[src/rtl/bcd_pkg.sv]
// Shared constants and state encoding for the sequential binary-to-BCD converter.
package bcd_pkg;

    localparam int unsigned BIN_W   = 14;
    localparam int unsigned N_DIG   = 4;
    localparam int unsigned MAX_VAL = 9999;
    localparam int unsigned SCR_W   = 4 * N_DIG;
    localparam int unsigned CNT_W   = $clog2(BIN_W);

    localparam logic [3:0] ADJ_THRESH = 4'd5;
    localparam logic [3:0] ADJ_ADD    = 4'd3;

    typedef enum logic [1:0] {
        StIdle = 2'b00,
        StConv = 2'b01
    } state_e;

endpackage

[src/rtl/bcd_add3.sv]
// Double-dabble nibble adjuster: adds 3 to any nibble of 5 or more before the shift.
module bcd_add3
    import bcd_pkg::*;
(
    input  logic [3:0] nib,
    output logic [3:0] adj
);

    always_comb begin
        adj = nib;
        if (nib >= ADJ_THRESH) begin
            adj = nib + ADJ_ADD;
        end
    end

endmodule

[src/rtl/bin_to_bcd_seq.sv]
// Sequential binary-to-BCD converter, one shift-add-3 step per clock, with
// registered digits that only change on completion so the display stays steady.
module bin_to_bcd_seq
    import bcd_pkg::*;
(
    input  logic             clk,
    input  logic             reset,
    input  logic             start,
    input  logic [BIN_W-1:0] bin_in,
    output logic             busy,
    output logic             done,
    output logic             ovf,
    output logic [3:0]       dig_thou,
    output logic [3:0]       dig_hund,
    output logic [3:0]       dig_tens,
    output logic [3:0]       dig_ones
);

    localparam logic [BIN_W-1:0] MAX_BIN  = BIN_W'(MAX_VAL);
    localparam logic [CNT_W-1:0] LAST_CNT = CNT_W'(BIN_W - 1);

    state_e             state;
    logic [BIN_W-1:0]   shift;
    logic [SCR_W-1:0]   scratch;
    logic [SCR_W-1:0]   scratch_adj;
    logic [SCR_W-1:0]   scratch_nxt;
    logic [BIN_W-1:0]   shift_nxt;
    logic [CNT_W-1:0]   cnt;
    logic               ovf_pend;

    for (genvar g = 0; g < N_DIG; g++) begin : g_adj
        bcd_add3 u_add3 (
            .nib (scratch[4*g +: 4]),
            .adj (scratch_adj[4*g +: 4])
        );
    end

    // The top adjusted bit falls off the end; it is always 0 for in-range inputs.
    always_comb begin
        scratch_nxt = {scratch_adj[SCR_W-2:0], shift[BIN_W-1]};
        shift_nxt   = {shift[BIN_W-2:0], 1'b0};
    end

    always_ff @(posedge clk or negedge reset) begin
        if (!reset) begin
            state    <= StIdle;
            shift    <= '0;
            scratch  <= '0;
            cnt      <= '0;
            ovf_pend <= 1'b0;
            busy     <= 1'b0;
            done     <= 1'b0;
            ovf      <= 1'b0;
            dig_thou <= 4'd0;
            dig_hund <= 4'd0;
            dig_tens <= 4'd0;
            dig_ones <= 4'd0;
        end else begin
            done <= 1'b0;
            unique case (state)
                StIdle: begin
                    if (start) begin
                        shift    <= bin_in;
                        scratch  <= '0;
                        cnt      <= '0;
                        ovf_pend <= (bin_in > MAX_BIN);
                        busy     <= 1'b1;
                        state    <= StConv;
                    end
                end
                StConv: begin
                    scratch <= scratch_nxt;
                    shift   <= shift_nxt;
                    cnt     <= cnt + 1'b1;
                    if (cnt == LAST_CNT) begin
                        if (ovf_pend) begin
                            dig_thou <= 4'd9;
                            dig_hund <= 4'd9;
                            dig_tens <= 4'd9;
                            dig_ones <= 4'd9;
                        end else begin
                            dig_thou <= scratch_nxt[15:12];
                            dig_hund <= scratch_nxt[11:8];
                            dig_tens <= scratch_nxt[7:4];
                            dig_ones <= scratch_nxt[3:0];
                        end
                        ovf   <= ovf_pend;
                        done  <= 1'b1;
                        busy  <= 1'b0;
                        state <= StIdle;
                    end
                end
                default: begin
                    busy  <= 1'b0;
                    state <= StIdle;
                end
            endcase
        end
    end

endmodule
[config.mk]
export PLATFORM = sky130hd
export DESIGN_NAME = bin_to_bcd_seq
export DESIGN_NICKNAME = d
export VERILOG_FILES = /design/src/rtl/bcd_pkg.sv /design/src/rtl/bcd_add3.sv /design/src/rtl/bin_to_bcd_seq.sv
export SDC_FILE = /design/constraint.sdc
export NUM_CORES = 1
export LEC_CHECK = 0
export BUFFER_PORTS_ARGS = -buffer_cell sky130_fd_sc_hd__buf_2
export CAP_MARGIN = 20
export CELL_PAD_IN_SITES_DETAIL_PLACEMENT = 0
export CELL_PAD_IN_SITES_GLOBAL_PLACEMENT = 2
export CORE_UTILIZATION = 33
export DETAILED_ROUTE_END_ITERATION = 10
export PLACE_DENSITY_LB_ADDON = 0.08
export SLEW_MARGIN = 10
export SYNTH_ARGS = -nofsm -noshare
export SYNTH_HDL_FRONTEND = slang
export SYNTH_SLANG_ARGS = --single-unit
[constraint.sdc]
create_clock -name clk -period 1.3 [get_ports clk]
set_input_delay 0.13 -clock clk [delete_from_list [all_inputs] [get_ports clk]]
set_output_delay 0.13 -clock clk [all_outputs]
set_load 0.03 [all_outputs]
==> out/summary.json <==
{
  "run_status": "finished with violations",
  "violations": "setup timing",
  "critPathMaxFanout": 3,
  "critical_path_required_ps": 1550,
  "worst_ir_drop_vdd_uv": 1130,
  "setup.worst_path.class": "reg -> reg",
  "via_count_of_the_routed_design": 1984,
  "layout_commonest_cell": "dfrtp_1",
  "grt_max_degree": 38,
  "area_delta_synth_final_pct": 39.7,
  "core_um2": 7730,
  "globalRouteTotalUtil": 0.150,
  "via_count_of_the_first_global_routing_pass": 2039,
  "initial_core_util": 0.343,
  "std_cell_rows": 32,
  "maxCapViolations": 0,
  "cts_max_level": 2,
  "seq_area_um2": 1350,
  "fin_hold_ws_ps": 69.4,
  "die-width_um": 91.6,
  "mostFrequentLayoutCells": "53 x dfrtp_1, 36 x buf_4, 34 x buf_2",
  "grt_setup_unrepaired": "true",
  "synth.net_count": 272,
  "fraction_of_the_yosys_area_taken_by_sequential_cells": 0.510,
  "nFillCells": 771,
  "area_of_the_multi_input_gates_um2": 1430,
  "fp.dieArea_um2": 8390,
  "wl_per_cell_um": 14.0,
  "worst_slew_pin_slew_ps": 325,
  "worstSkewPairLatency_ps": 310,
  "hpwlAfterDp_um": 3790,
  "post-route-period-util": 1.07,
  "mean_instance_size_in_the_synthesized_netlist_um2": 10.8,
  "timing.critical_path.arrival_ps": 1640,
  "layout.nets": 348,
  "placement.cell_area_um2": 3210,
  "design.portCount": 36,
  "setup_viol": 12,
  "synth.yosys.warnings": 0,
  "cp-start-kind": "flip-flop",
  "ys_ff_latch": 54,
  "num_antenna_cells": 0,
  "finish.instance_area_um2": 3700,
  "gp_routability_congestion": 0.732,
  "post_drt_via_cell_ratio": 4.68,
  "clkSlewWorstSetupHoldPaths_ps": 100,
  "fmax_ghz": 0.718,
  "clock-skew-final_ps": 11.2,
  "critical_path.endpoint_type": "flip-flop",
  "leakagePower_uw": 0.00176,
  "clock_sinks": 54,
  "relSlewSlack": 0.781,
  "initial_antenna_violation_count": 0,
  "wire_length_of_the_first_global_routing_pass_um": 9920,
  "die_y_um": 91.6,
  "post-route-worst-setup-slack_ps": -92.4,
  "finalWirelength_um": 5920,
  "mappedNetlistArea_um2": 2650,
  "drt_drc_violations_left": 0,
  "numCtsBuffers": 5,
  "clock_tree_from_tritoncts": "built",
  "post-place-cells": 399,
  "firstDrtPassIters": 4,
  "place_ws_ps": -91.5,
  "first_iter_violations": 49,
  "unique_cell_type_count_in_the_yosys_netlist": 27,
  "ctsRootBufferMaster": "clkbuf_8",
  "drive_above_1_share": 0.450,
  "timing.final.hold_violations": 0,
  "final_cells": 424,
  "syn-instance-count": 245,
  "clockBufferDepth": 2,
  "finalMaxSlewViolations": 0,
  "io_buffer_count": 35,
  "fin_util": 0.479,
  "hold_path_class": "in -> reg",
  "power_density_nw_per_um2": 2540,
  "antenna_left": 0,
  "layout_min_cycle_time_ps": 1390,
  "globalRoute.totalOverflow": 0
}
timing repair:
action                                  4_1_cts  5_1_grt
endpoints found under the setup margin       28       33
hold buffers                                  1        0
pin swaps                                    20       19
cloned                                        1        1
gates resized for setup                      47       23
buffers inserted                             12        7
endpoints found under the hold margin        54        0
through the flow:
stage	total power [uW]	TNS (ps)
after floorplan	5870	0
after global placement	7210	-857
after detailed placement	7260	-1120
after CTS	9120	-1280
after global routing	10100	-1990
final	9410	-698
cells by family (layout without fill, tap and decap cells):
logic type,after synthesis,in the layout,synth area share
adder cells (fa/ha/maj),10,10,0.0472
XOR/XNOR,6,6,0.0198
buffers and inverters,24,101,0.0458
multiplexers,27,27,0.102
flip-flops,54,54,0.510
AND/OR/NAND/NOR,68,68,0.140
AO/OA/AOI/OAI,56,56,0.135
worst paths after layout:
kind,from,endpoint,slack (ps),depth (start not counted)
worst max-delay path,scratch[1],dig_ones[2],-90,6
worst min-delay path,bin_in[0],shift[0],70,3
worst max register to register,scratch[1],dig_ones[2],-90,6
worst min register to register,dig_ones[0],dig_ones[0],480,2
max in group asynchronous,reset,scratch[0],670,3
min in group asynchronous,reset,scratch[14],200,2
sequential cells by signal, indices dropped and copies added, names as in the netlist:
name / cells
done: 1
shift: 14
cnt: 4
dig_hund: 4
dig_ones: 4
scratch: 16
dig_thou: 4
ovf: 1
busy: 1
dig_tens: 4
ovf_pend: 1
cells in the mapped netlist:
cell / instances / share of area
a21o_1: 7 / 0.020
a21oi_1: 14 / 0.026
a21oi_2: 4 / 0.013
a22o_1: 8 / 0.026
buf_2: 10 / 0.019
buf_4: 3 / 0.0085
buf_6: 1 / 0.0042
dfrtp_1: 54 / 0.51
ha_1: 10 / 0.047
inv_1: 9 / 0.013
inv_2: 1 / 0.0014
mux2i_1: 27 / 0.10
nand2_1: 22 / 0.031
nand2b_1: 15 / 0.035
nand3_1: 2 / 0.0038
nand4_4: 1 / 0.0080
nor2_1: 11 / 0.016
nor2_4: 1 / 0.0042
nor3_1: 3 / 0.0057
nor3b_1: 11 / 0.031
nor4_1: 1 / 0.0024
o21ai_0: 19 / 0.036
o31ai_1: 3 / 0.0085
o31ai_2: 1 / 0.0047
or2b_1: 1 / 0.0028
xnor2_1: 5 / 0.017
xor2_1: 1 / 0.0033
report_power, final:
part	total (uW)	switching [uW]	internal [uW]	leakage, uW
logic	5380	2630	2750	0.00104
registers	3050	631	2420	0.000679
clock network	981	551	430	0.0000472
final cells by class:
type	instances	area share
Clock buffer	6	0.0223
Clock inverter	2	0.00338
Inverter	10	0.0135
Multi-Input combinational cell	167	0.387
Sequential cell	54	0.365
Tap cell	102	0.0345
Timing Repair Buffer	83	0.174
metal layers:
metal / up-vias / GRT usage / routed length [um]
li1: 1003 / - / -
met1: 956 / 0.195 / 2840
met2: 20 / 0.254 / 2900
met3: 5 / 0.0274 / 127
met4: 0 / 0.0437 / 56
met5: - / 0 / 0
worst max-delay path, stage by stage (launching register included):
cell and delay [ps]:
dfrtp_1 370, inv_2 60, ha_2 170, nand2b_4 140
a21oi_4 160, mux2i_2 280, a22o_1 160
Note: power is estimated with default switching activity, not from simulation.
